**config.mk**
```make
export PLATFORM = sky130hd
export DESIGN_NAME = stage4_accum
export DESIGN_NICKNAME = d
export VERILOG_FILES = /design/src/rtl/stage4_accum.sv
export SDC_FILE = /design/constraint.sdc
export NUM_CORES = 1
export LEC_CHECK = 0
export ABC_CLOCK_PERIOD_IN_PS = 2950
export BUFFER_PORTS_ARGS = -buffer_cell sky130_fd_sc_hd__clkbuf_2
export CORE_UTILIZATION = 50
export DETAILED_ROUTE_END_ITERATION = 8
export PLACE_DENSITY = 0.72
export SETUP_SLACK_MARGIN = 0.15
export SYNTH_ARGS = -nofsm -noshare
export SYNTH_HDL_FRONTEND = slang
export SYNTH_SLANG_ARGS = --single-unit
export TNS_END_PERCENT = 20
```
**constraint.sdc**
```tcl
create_clock -name clk -period 2.95 [get_ports clk]
set_input_delay 0.1475 -clock clk [delete_from_list [all_inputs] [get_ports clk]]
set_output_delay 0.1475 -clock clk [all_outputs]
set_load 0.05 [all_outputs]
```
**src/rtl/stage4_accum.sv**
```systemverilog
// Signed dot-product accumulator stage: sums 20-bit products into an ACC_W result and holds it for a consumer.
// Define STAGE4_SAT_EN to clamp on overflow; by default an overflowing add wraps. ovf is flagged in both builds.
module stage4_accum #(
  parameter int ACC_W = 32,
  parameter int CNT_W = 8
) (
  input  logic                    clk,
  input  logic                    rst,
  input  logic                    in_valid,
  input  logic                    in_last,
  input  logic signed [19:0]      signed_sum,
  output logic                    in_ready,
  input  logic                    out_ready,
  output logic                    out_valid,
  output logic signed [ACC_W-1:0] acc_out,
  output logic [CNT_W-1:0]        term_cnt,
  output logic                    ovf
);

  typedef enum logic [1:0] {S_IDLE, S_ACCUM, S_HOLD} state_t;

  localparam logic signed [ACC_W-1:0] ACC_MAX = {1'b0, {(ACC_W-1){1'b1}}};
  localparam logic signed [ACC_W-1:0] ACC_MIN = {1'b1, {(ACC_W-1){1'b0}}};
  localparam logic [CNT_W-1:0]        CNT_MAX = '1;

  state_t                  r_state, w_state_nxt;
  logic signed [ACC_W-1:0] r_acc, w_acc_nxt;
  logic [CNT_W-1:0]        r_cnt, w_cnt_nxt;
  logic                    r_ovf, w_ovf_nxt;
  logic                    w_accept;
  logic signed [ACC_W-1:0] w_term_ext;
  logic signed [ACC_W:0]   w_sum;
  logic                    w_add_ovf;
  logic signed [ACC_W-1:0] w_add_res;

  assign w_term_ext = {{(ACC_W-20){signed_sum[19]}}, signed_sum};
  // One guard bit: the two top bits disagree exactly when the ACC_W result overflowed.
  assign w_sum      = {r_acc[ACC_W-1], r_acc} + {w_term_ext[ACC_W-1], w_term_ext};
  assign w_add_ovf  = w_sum[ACC_W] ^ w_sum[ACC_W-1];

`ifdef STAGE4_SAT_EN
  assign w_add_res = !w_add_ovf ? w_sum[ACC_W-1:0] : (w_sum[ACC_W] ? ACC_MIN : ACC_MAX);
`else
  assign w_add_res = w_sum[ACC_W-1:0];
`endif

  assign in_ready  = (r_state != S_HOLD);
  assign out_valid = (r_state == S_HOLD);
  assign w_accept  = in_valid && in_ready;
  assign acc_out   = (r_state == S_IDLE) ? '0 : r_acc;
  assign term_cnt  = r_cnt;
  assign ovf       = r_ovf;

  always_comb begin
    w_state_nxt = r_state;
    w_acc_nxt   = r_acc;
    w_cnt_nxt   = r_cnt;
    w_ovf_nxt   = r_ovf;
    case (r_state)
      S_IDLE: begin
        if (w_accept) begin
          w_acc_nxt   = w_term_ext;
          w_cnt_nxt   = CNT_W'(1);
          w_ovf_nxt   = 1'b0;
          w_state_nxt = in_last ? S_HOLD : S_ACCUM;
        end
      end
      S_ACCUM: begin
        if (w_accept) begin
          w_acc_nxt   = w_add_res;
          w_cnt_nxt   = (r_cnt == CNT_MAX) ? r_cnt : r_cnt + CNT_W'(1);
          w_ovf_nxt   = r_ovf | w_add_ovf;
          w_state_nxt = in_last ? S_HOLD : S_ACCUM;
        end
      end
      S_HOLD: begin
        if (out_ready) w_state_nxt = S_IDLE;
      end
      default: w_state_nxt = S_IDLE;
    endcase
  end

  always_ff @(posedge clk or negedge rst) begin
    if (!rst) begin
      r_state <= S_IDLE;
      r_acc   <= '0;
      r_cnt   <= '0;
      r_ovf   <= 1'b0;
    end else begin
      r_state <= w_state_nxt;
      r_acc   <= w_acc_nxt;
      r_cnt   <= w_cnt_nxt;
      r_ovf   <= w_ovf_nxt;
    end
  end

endmodule
```
==> key figures, run 1 <==
Synthesis
  • Top post-synthesis cells by area: dfrtp_1, ha_1, nor2b_1
  • Synth Register Bits: 43
  • Syn Nets: 518
  • Largest family of logic cells by synthesized area: compound AO/OA/AOI/OAI gates
  • Post-synthesis sequential area ratio: 28.2%
  • Synth warnings: 0
  • Post-synthesis cell count: 459
  • EDFF count, synth: 0
  • Post-synthesis mux area share: 3.93%
  • Async SR Flop Fraction: 100%
  • Post-Synth Simple-Gate Area: 21.6%
  • Most common cell in the synthesized netlist: nand2_1
  • Mapped Avg Cell Area: 8.32 µm²
  • Synth top cells by count: nand2_1, dfrtp_1, nor2_1
  • Synth Flop Type: dfrtp_1
  • Complex-gate fraction of the synthesized area: 26.1%
  • Post-synthesis xor/xnor area fraction: 6.65%
  • Area share of the largest cell type after synthesis: 28.2%
  • Unique masters post-synth: 54
  • Synthesized cell area: 3820 µm²
  • Cell taking the most area after synthesis: dfrtp_1
  • Post-Synth Adder-Cell Area: 11.3%

Timing
  • Minimum clock period: 2.73 ns
  • Fin Setup TNS: 0 ns
  • Slew of the pin with the lowest slew margin: 0.766 ns
  • Final setup viols: 0
  • Layout Skew: 0.00759 ns
  • Max-slew headroom: 48.9%
  • Slew Limit Fails: 0
  • RSZ-0062 raised after global routing: true
  • Fin. Hold Viols: 0
  • Hold slack final: 0.0156 ns
  • Tcrit/Tclk final: 92.5%
  • Achievable Freq: 0.366 GHz

Routing
  • Post-route ant nets: 0
  • Initial DRC count: 166
  • WL final: 9710 µm
  • Via count: 3,615
  • First-pass iteration count of the detailed router: 4
  • WL/cell: 15.5 µm
  • DRC Markers: 0
  • Vias/cell: 5.76

GRT
  • Remaining Overflow, GRT: 0
  • Vias in the first global route: 3,350
  • Initial antenna violation count: 0
  • Overall routing resource usage: 25.1%
  • Global-route wire length before repair: 15,600 µm
  • Largest net degree at the start of global routing: 42

Critical path
  • CP Capture Type: flop
  • Most frequent CP cell: a21oi_1
  • Critical Path RT: 3.12 ns
  • Max incr delay on CP: 0.40 ns
  • Worst EP arrival: 2.90 ns
  • Critical path's top delay family: compound AO/OA/AOI/OAI gates
  • CP Cell Sequence: ha_2 -> a21o_1 -> a31oi_2 -> a21boi_2 -> a221oi_4 -> o311ai_2 -> a211oi_2 -> a21oi_1 -> xnor2_1 -> a21oi_1
  • Buf+Inv Stages, Crit Path: 0
  • Crit-path slowest cell: dfrtp_1
  • CP max FO: 5
  • Reg-to-Reg Start: r_acc[4]
  • FF-to-FF End: r_acc[29]
  • Setup crit start kind: flop
  • Critical path class: reg2reg
  • Reg2reg setup slack: 0.22 ns
  • Reg2reg path depth: 10

Floorplan
  • Initial Utilization: 52.1%
  • FP Rows: 31
  • Die Y-Extent: 89.4 µm
  • Core box area: 7330 µm²
  • Ports: 68
  • Die outline area: 8000 µm²
  • Die Wd: 89.4 µm

Outcome
  • Status: completed

Clock tree
  • CTS max path bufs: 2
  • CTS tree: built
  • TritonCTS Buffers: 5
  • H-tree levels: 2
  • Worst skew pair latency: 0.31 ns
  • Clk root buf: clkbuf_8
  • Clk sink count: 43
  • Worst-path clk slew: 0.09 ns

Cells and area
  • Antenna diode count: 0
  • Share of layout cells above drive strength 1: 21.2%
  • Final std cells w/o fill: 628
  • Area delta synth->final: 16.6%
  • Nets: 587

Worst hold path
  • Min-Delay Startpoint: out_ready
  • WHS Path Cells: 2
  • HP Class: in2reg
  • Hold Crit Endpoint: r_state[1]

Power and ir drop
  • LEAKAGE: 0.00207 µW
  • NetSw: 2170 µW
  • Comb pwr share: 68.4%
  • Power density cells: 935 nW/µm²
  • Switching share of power: 52.1%
  • Reg power frac: 22.1%
  • VDD IR-drop max: 0.413 mV
  • Internal: 2000 µW
  • Clock power share: 9.4%

Placement
  • # port buffers: 67
  • Placed cells: 616
  • Hpwl dp: 7050 µm
  • GPL Wtd Cong: 0.926

Flow run
  • Maxcap violations: 0
[cell families after synthesis]
logic type | Yosys count
simple gates | 169
buf+inv | 22
fa+ha+maj | 34
xor+xnor | 29
mux | 15
compound gates | 147
flops | 43
[layout by cell type, fill, tap and decap left out, types with 7 or more instances in the layout]
cell      count
o21ai_0      33
clkbuf_2     67
nor2_1       42
buf_4         8
mux2i_1      15
ha_1         30
o21a_1        7
dfrtp_1      43
a21oi_1      39
o21ai_1       7
xor2_1       14
nor2b_1      35
a21o_1       17
nand2_1      45
nand3_1      10
xnor2_1      15
[registers in the layout, summed over array words and instances, names as in the netlist]
register  count
ovf           1
r_acc        32
r_state       2
term_cnt      8
[worst reg2reg max path, stage by stage (launching register included)]
cell	delay [ns]
dfrtp_1	0.40
ha_2	0.31
a21o_1	0.22
a31oi_2	0.21
a21boi_2	0.14
a221oi_4	0.38
o311ai_2	0.20
a211oi_2	0.35
a21oi_1	0.14
xnor2_1	0.16
a21oi_1	0.08
[area by class of cell]
cell class	count	area, µm²
fillers	672	2880
multi-input cells	394	2720
flip-flops and latches	43	1080
repair buffers	77	425
well taps	99	124
clock buffers	5	68.8
inverters	7	26.3
clock inverters	3	15.0
[worst max-delay path by stage]
stage	start	endpoint	slack, ns	cells after the start
final	r_acc[4]	r_acc[29]	0.22	10
after global routing	r_acc[4]	r_acc[27]	0.14	10
after CTS	r_acc[4]	r_acc[25]	0.17	10
after detailed placement	r_acc[4]	ovf	0.22	10
after global placement	r_acc[0]	r_acc[28]	0.30	12
after floorplan	r_acc[13]	ovf	0.48	10
[power by group through the flow]
stage / Sequential, µW / Combinational, µW / Clock, µW
3_5_place_dp: 928 / 2730 / 0
5_1_grt: 946 / 3120 / 421
3_3_place_gp: 920 / 2710 / 0
2_1_floorplan: 954 / 2160 / 0
6_report: 922 / 2850 / 392
4_1_cts: 917 / 2750 / 402
[per-layer routing]
layer | share of wire, % | global-route usage [%] | up-vias
met5 | 0 | 0 | -
met1 | 48 | 33.7 | 1714
met2 | 47 | 41.7 | 88
met4 | 1.4 | 8.23 | 0
met3 | 4.1 | 3.51 | 12
li1 | - | - | 1801
[timing repair]
action / in CTS / in global routing
resized for setup: 0 / 13
endpoints found under the setup margin: 0 / 11
hold endpoints to repair: 18 / 0
setup buffers: 0 / 3
hold buffers: 1 / 0
[per-stage QoR]
| stage | setup slack, ns | power, µW | util, % | cell area, µm² |
|---|---|---|---|---|
| 2_1_floorplan | 0.480 | 3110 | - | 3820 |
| 3_3_place_gp | 0.296 | 3630 | 58.4 | 4280 |
| 3_5_place_dp | 0.218 | 3660 | 58.4 | 4280 |
| 4_1_cts | 0.174 | 4070 | 59.7 | 4380 |
| 5_1_grt | 0.136 | 4480 | 60.8 | 4460 |
| 6_report | 0.220 | 4160 | 60.8 | 4460 |
Note: power is estimated with default switching activity, not from simulation.
==> inputs of run 2 (changes only) <==
==> constraint.sdc (replaced) <==
create_clock -name clk -period 2.95 [get_ports clk]
set_input_delay 0.1475 -clock clk [delete_from_list [all_inputs] [get_ports clk]]
set_output_delay 0.1475 -clock clk [all_outputs]
set_load 0.1 [all_outputs]
==> run 2 against run 1 <==
Wire length is 0.11% lower. Via count is 1.3% higher. First-iteration DRC count is 28% higher. Utilization is 0.90 points higher. Combinational power is 21% higher.
==> key figures, run 2 (synthesized netlist as in run 1, its figures left out) <==
Cells and area
  • Most common cell after layout, fill and taps aside: clkbuf_2 (unchanged)
  • Antenna diode count: 0 (unchanged)
  • Share of layout cells above drive strength 1: 21.3% (was 21.2%)
  • Most frequent cells in the layout: clkbuf_2, nand2_1, dfrtp_1 (unchanged)
  • Final std cells w/o fill: 635 (was 628)
  • Area delta synth->final: 18.3% (was 16.6%)
  • Nets: 594 (was 587)
  • Most flops, register: r_acc (unchanged)
  • Max reg flops: 32 (unchanged)

Critical path
  • Worst EP arrival: 2.90 ns (about the same)
  • Critical Path RT: 3.11 ns (was 3.12 ns)
  • Crit-path slowest cell: dfrtp_1 (unchanged)
  • Critical path class: reg2reg (unchanged)
  • CP Capture Type: flop (unchanged)
  • Max incr delay on CP: 0.40 ns (about the same)
  • CP Cell Sequence: ha_1 -> a21o_1 -> a31oi_1 -> a21boi_2 -> a221oi_4 -> buf_4 -> buf_4 -> or3_1 -> a31oi_1 -> nor2_1 -> xor2_1 -> a21oi_1 (was ha_2 -> a21o_1 -> a31oi_2 -> a21boi_2 -> a221oi_4 -> o311ai_2 -> a211oi_2 -> a21oi_1 -> xnor2_1 -> a21oi_1)
  • CP max FO: 5 (unchanged)
  • Setup crit start kind: flop (unchanged)

Routing
  • Initial DRC count: 213 (was 166)
  • Via count: 3,662 (was 3,615)
  • Post-route ant nets: 0 (unchanged)
  • First-pass iteration count of the detailed router: 5 (was 4)
  • DRC Markers: 0 (unchanged)
  • WL final: 9700 µm (was 9710 µm)
  • Vias/cell: 5.77 (was 5.76)
  • WL/cell: 15.3 µm (was 15.5 µm)

Clock tree
  • CTS tree: built (unchanged)
  • Clk root buf: clkbuf_8 (unchanged)
  • CTS max path bufs: 2 (unchanged)
  • Worst skew pair latency: 0.30 ns (was 0.31 ns)
  • Worst-path clk slew: 0.09 ns (about the same)
  • H-tree levels: 2 (unchanged)
  • TritonCTS Buffers: 5 (unchanged)
  • Clk sink count: 43 (unchanged)

GRT
  • Global-route wire length before repair: 15,600 µm (about the same)
  • Largest net degree at the start of global routing: 42 (unchanged)
  • M2 GR Usage: 44.1% (was 41.7%)
  • Global routing's busiest layer: met2 (unchanged)
  • Overall routing resource usage: 25.0% (was 25.1%)
  • Vias in the first global route: 3,362 (was 3,350)
  • M1 GR Usage: 32.7% (was 33.7%)
  • Initial antenna violation count: 0 (unchanged)
  • GR Util met3: 3.32% (was 3.51%)
  • Remaining Overflow, GRT: 0 (unchanged)

Power and ir drop
  • LEAKAGE: 0.00212 µW (was 0.00207 µW)
  • VDD IR-drop max: 0.505 mV (was 0.413 mV)
  • Power density cells: 1070 nW/µm² (was 935 nW/µm²)

Floorplan
  • Die Y-Extent: 89.4 µm (unchanged)
  • Ports: 68 (unchanged)
  • Die Wd: 89.4 µm (unchanged)
  • Initial Utilization: 52.1% (unchanged)
  • FP Rows: 31 (unchanged)
  • Die outline area: 8000 µm² (unchanged)
  • Core box area: 7330 µm² (unchanged)

Timing
  • Minimum clock period: 2.74 ns (was 2.73 ns)
  • Final setup viols: 0 (unchanged)
  • Tcrit/Tclk final: 92.8% (was 92.5%)
  • Fin. Hold Viols: 0 (unchanged)
  • Fin Setup TNS: 0 ns (unchanged)
  • Max-slew headroom: 43.3% (was 48.9%)
  • Layout Skew: 0.00453 ns (was 0.00759 ns)
  • Slew Limit Fails: 0 (unchanged)
  • RSZ-0062 raised after global routing: true (unchanged)
  • Slew of the pin with the lowest slew margin: 0.849 ns (was 0.766 ns)
  • Achievable Freq: 0.365 GHz (was 0.366 GHz)

Flow run
  • Maxcap violations: 0 (unchanged)

Placement
  • Hpwl dp: 7160 µm (was 7050 µm)
  • # port buffers: 67 (unchanged)
  • Placed cells: 618 (was 616)
  • GPL Wtd Cong: 0.935 (was 0.926)

Worst hold path
  • HP Class: in2reg (unchanged)

Outcome
  • Status: completed (unchanged)
[run 2: changes by cell type in the layout (fill, tap and decap cells not counted), moves of 2 or more]
cell      change
a31oi_2       -2
ha_1          +3
clkinv_2      -2
buf_4         +8
ha_2          -3
[run 2: routing by layer]
layer	up-vias	wire (µm)
li1	1813	-
met3	14	420
met5	-	0
met4	0	111
met2	99	4590
met1	1736	4580
[run 2: worst paths after layout]
path	from	end	slack (ns)	depth (start not counted)
worst min-delay path	out_ready	r_state[1]	0.04	2
worst max register to register	r_acc[4]	r_acc[21]	0.21	12
worst max-delay path	r_acc[4]	r_acc[21]	0.21	12
worst min register to register	r_acc[8]	r_acc[8]	0.51	2
max in group asynchronous	rst	r_acc[23]	1.85	3
min in group asynchronous	rst	r_acc[17]	0.35	2
[run 2: per-stage QoR]
step	util (%)	instance area [µm²]	setup slack [ns]	total power [µW]	hold WS (ns)
final	61.7	4520	0.211	4850	0.0364
after global routing	61.7	4520	0.0609	5160	0.0367
after CTS	60.2	4410	0.203	4730	0.0384
after detailed placement	58.5	4290	0.215	4210	0.171
after global placement	58.5	4290	0.304	4180	0.149
after floorplan	-	3820	0.480	3660	-0.148
[run 2: critical path: cells and delay by family (launching register included)]
kind / cells / cell delay [ns]
and+or+nand+nor: 2 / 0.28
xor gates and xnor gates: 1 / 0.16
buffers and inverters: 2 / 0.29
adders and majority gates: 1 / 0.36
AOI/OAI and AO/OA: 6 / 1.11
DFF: 1 / 0.40
[run 2: layout make-up]
| class | count | area, µm² |
|---|---|---|
| repair buffers | 84 | 465 |
| clock buffers | 6 | 82.6 |
| well taps | 99 | 124 |
| fillers | 651 | 2810 |
| flip-flops and latches | 43 | 1080 |
| multi-input cells | 394 | 2710 |
| clock inverters | 2 | 35.0 |
| inverters | 7 | 26.3 |
[run 2: timing repair]
action	4_1_cts	5_1_grt
buffers inserted	0	8
endpoints found under the setup margin	0	8
endpoints found under the hold margin	19	0
hold buffers	1	0
resized for setup	0	10
[run 2: power breakdown]
| group | switching (µW) | leakage, µW | internal, µW |
|---|---|---|---|
| clock | 223 | 0.0000612 | 274 |
| combinational | 2350 | 0.00153 | 1090 |
| sequential | 150 | 0.000522 | 767 |
| total | 2720 | 0.00212 | 2130 |
==> inputs of run 3 (changes only) <==
--- a/config.mk
+++ b/config.mk
@@ -5,11 +5,12 @@
 export SDC_FILE = /design/constraint.sdc
 export NUM_CORES = 1
 export LEC_CHECK = 0
+export ABC_AREA = 1
 export ABC_CLOCK_PERIOD_IN_PS = 2950
 export BUFFER_PORTS_ARGS = -buffer_cell sky130_fd_sc_hd__clkbuf_2
 export CORE_UTILIZATION = 50
 export DETAILED_ROUTE_END_ITERATION = 8
-export PLACE_DENSITY = 0.72
+export PLACE_DENSITY = 0.7
 export SETUP_SLACK_MARGIN = 0.15
 export SYNTH_ARGS = -nofsm -noshare
 export SYNTH_HDL_FRONTEND = slang
==> run 3 against run 2 <==
Register-to-register slack better by 0.66 ns. Combinational power shrank 24%. First-iteration DRC count down 2.8%. Clock skew increased by 0.0043 ns. Count of clock-buffer cells in the layout decreased by 1. Sequential cell count stayed put. Final area is 13% higher. Critical path depth shrank 8. Cell count up 47%. Via count increased by 29%. Worst hold slack got worse by 0.023 ns. Utilization decreased by 3.3 points.
==> key figures, run 3 <==
Timing
  • Slew Limit Fails: 0 (unchanged)
  • Final setup viols: 0 (unchanged)
  • Minimum clock period: 2.30 ns (was 2.74 ns)
  • Max-slew headroom: 46.4% (was 43.3%)
  • Achievable Freq: 0.434 GHz (was 0.365 GHz)
  • Fin. Hold Viols: 0 (unchanged)
  • Tcrit/Tclk final: 78.1% (was 92.8%)
  • Hold slack final: 0.0134 ns (was 0.0364 ns)
  • Fin Setup TNS: 0 ns (unchanged)
  • Slew of the pin with the lowest slew margin: 0.804 ns (was 0.849 ns)
  • RSZ-0062 raised after global routing: false (was true)
  • Layout Skew: 0.00881 ns (was 0.00453 ns)

Clock tree
  • Clk root buf: clkbuf_8 (unchanged)
  • H-tree levels: 2 (unchanged)
  • CTS max path bufs: 2 (unchanged)
  • CTS tree: built (unchanged)
  • Worst skew pair latency: 0.31 ns (was 0.30 ns)
  • Worst-path clk slew: 0.09 ns (about the same)
  • TritonCTS Buffers: 5 (unchanged)
  • # Post-CTS Setup Buffers: 0 (unchanged)
  • Clk sink count: 43 (unchanged)

GRT
  • Global-route wire length before repair: 20,900 µm (was 15,600 µm)
  • Remaining Overflow, GRT: 0 (unchanged)
  • Overall routing resource usage: 27.2% (was 25.0%)
  • Initial antenna violation count: 0 (unchanged)
  • Vias in the first global route: 4,535 (was 3,362)
  • Largest net degree at the start of global routing: 30 (was 42)

Placement
  • GPL Wtd Cong: 0.980 (was 0.935)
  • # port buffers: 67 (unchanged)
  • Hpwl dp: 9780 µm (was 7160 µm)

Routing
  • Via count: 4,719 (was 3,662)
  • Post-route ant nets: 0 (unchanged)
  • Met2 WL post-DR: 5720 µm (was 4590 µm)
  • First-pass iteration count of the detailed router: 4 (was 5)
  • Vias/cell: 5.05 (was 5.77)
  • WL/cell: 13.1 µm (was 15.3 µm)
  • Wire length on met3: 515 µm (was 420 µm)
  • DRT met1 WL: 5730 µm (was 4580 µm)
  • WL final: 12,200 µm (was 9700 µm)
  • Initial DRC count: 207 (was 213)
  • Top sig layer: met4 (unchanged)
  • DRC Markers: 0 (unchanged)

Cells and area
  • Max reg flops: 32 (unchanged)
  • Nets: 884 (was 594)
  • Area delta synth->final: 12.5% (was 18.3%)
  • Most common cell after layout, fill and taps aside: nand2_1 (was clkbuf_2)
  • Most frequent cells in the layout: nand2_1, inv_1, nor2_1 (was clkbuf_2, nand2_1, dfrtp_1)
  • Fin util: 58.4% (was 61.7%)
  • Most flops, register: r_acc (unchanged)
  • Antenna diode count: 0 (unchanged)
  • Share of layout cells above drive strength 1: 16.0% (was 21.3%)

Synthesis
  • Post-synthesis cell count: 757 (was 459)
  • Most common cell in the synthesized netlist: nand2_1 (unchanged)
  • Synth Flop Type: dfrtp_1 (unchanged)
  • Async SR Flop Fraction: 100% (unchanged)
  • Top post-synthesis cells by area: dfrtp_1, nand2_1, inv_1 (was dfrtp_1, ha_1, nor2b_1)
  • Post-synthesis sequential area ratio: 23.8% (was 28.2%)
  • Synthesized cell area: 4520 µm² (was 3820 µm²)
  • Mapped Avg Cell Area: 5.98 µm² (was 8.32 µm²)
  • Unique masters post-synth: 37 (was 54)
  • Synth Register Bits: 43 (unchanged)
  • Synth top cells by count: nand2_1, inv_1, nor2_1 (was nand2_1, dfrtp_1, nor2_1)
  • Area share of the largest cell type after synthesis: 23.8% (was 28.2%)
  • Syn Nets: 816 (was 518)
  • Synth warnings: 0 (unchanged)
  • Cell taking the most area after synthesis: dfrtp_1 (unchanged)
  • EDFF count, synth: 0 (unchanged)

Floorplan
  • Core box area: 8720 µm² (was 7330 µm²)
  • Die Wd: 97.1 µm (was 89.4 µm)
  • Initial Utilization: 51.9% (was 52.1%)
  • Die Y-Extent: 97.1 µm (was 89.4 µm)
  • Ports: 68 (unchanged)
  • FP Rows: 34 (was 31)
  • Die outline area: 9430 µm² (was 8000 µm²)

Power and ir drop
  • Reg power frac: 21.2% (was 18.9%)
  • Comb pwr share: 68.2% (was 70.8%)
  • Clock power share: 10.6% (was 10.3%)
  • VDD IR-drop max: 0.414 mV (was 0.505 mV)
  • Internal: 1550 µW (was 2130 µW)
  • LEAKAGE: 0.00296 µW (was 0.00212 µW)
  • Power density cells: 750 nW/µm² (was 1070 nW/µm²)
  • NetSw: 2260 µW (was 2720 µW)
  • Switching share of power: 59.3% (was 56.1%)

Critical path
  • Critical path class: reg2out (was reg2reg)
  • Crit-path slowest cell: nor2_2 (was dfrtp_1)
  • Setup crit start kind: flop (unchanged)
  • Worst EP arrival: 2.16 ns (was 2.90 ns)
  • Max incr delay on CP: 0.58 ns (was 0.40 ns)
  • CP max FO: 17 (was 5)
  • CP Cell Sequence: nor2_2 -> buf_4 -> nor2_1 -> clkbuf_2 (was ha_1 -> a21o_1 -> a31oi_1 -> a21boi_2 -> a221oi_4 -> buf_4 -> buf_4 -> or3_1 -> a31oi_1 -> nor2_1 -> xor2_1 -> a21oi_1)
  • CP Capture Type: primary output (was flop)
  • Critical Path RT: 2.80 ns (was 3.11 ns)

Outcome
  • Status: completed (unchanged)

Flow run
  • Maxcap violations: 0 (unchanged)

Worst hold path
  • HP Class: in2reg (unchanged)
[run 3: changes by cell type after synthesis, moves of 8 or more]
cell	before	now
inv_1	6	142
nand2_2	0	20
mux2i_1	15	0
nor2_1	43	108
nand2_1	45	217
inv_2	0	10
xnor2_1	15	4
o21ai_0	33	21
nand3_1	10	35
o21ai_1	9	1
a21o_1	17	2
nor2b_1	36	0
[run 3: power by group through the flow]
stage	registers, µW	logic (µW)	clock network, µW
final	807	2600	406
after CTS	806	2600	416
after global routing	824	2870	438
after global placement	812	2560	0
after detailed placement	819	2590	0
after floorplan	890	2030	0
[run 3: cell families (layout without fill, tap and decap cells)]
logic type	Yosys count	count (layout)	share of synthesized area, %
flops	43	43	23.8
fa+ha+maj	34	34	9.57
compound gates	93	93	12.1
buf+inv	166	235	13.9
xor+xnor	12	12	2.32
simple gates	409	409	38.3
[run 3: area by class of cell]
cell class	count	area (µm²)
fill	881	3630
multi-input combinational	548	2820
sequential	43	1080
inverter	153	574
timing repair buffer	74	390
tap	108	135
clock buffer	5	68.8
clock inverter	3	20.0
[run 3: worst max-delay path: cells and delay by family, from the launching register on]
family / cells / cell delay, ns
DFF: 1 / 0.44
and+or+nand+nor: 2 / 0.65
buffers and inverters: 2 / 0.75
[run 3: worst paths after layout]
kind / slack (ns) / depth (start not counted) / startpoint / endpoint
hold / removal: 0.01 / 2 / out_ready / r_state[1]
min in group asynchronous: 0.45 / 2 / rst / r_acc[19]
setup reg to reg: 0.87 / 15 / r_acc[0] / r_acc[18]
setup / recovery: 0.65 / 4 / r_state[1] / acc_out[15]
max in group asynchronous: 1.79 / 3 / rst / term_cnt[7]
hold reg to reg: 0.54 / 2 / ovf / ovf
[run 3: timing repair]
action                                 in CTS  in global routing
endpoints found under the hold margin      28                  0
hold buffers                                1                  0
resized for setup                           0                  0
[run 3: metrics by stage]
stage                     instance area (µm²)  instances  power, µW  worst slack (ns)
after CTS                                5090        934       3820             0.623
final                                    5090        934       3820             0.646
after floorplan                          4530        757       2920             0.477
after detailed placement                 4990        925       3410             0.906
after global routing                     5090        934       4130             0.467
after global placement                   4990        925       3380             0.946
[run 3: per-layer routing]
metal,up-vias,track usage (%)
met5,-,0
met2,122,45.7
met1,2101,36.3
met4,0,10.1
met3,22,2.66
li1,2474,-
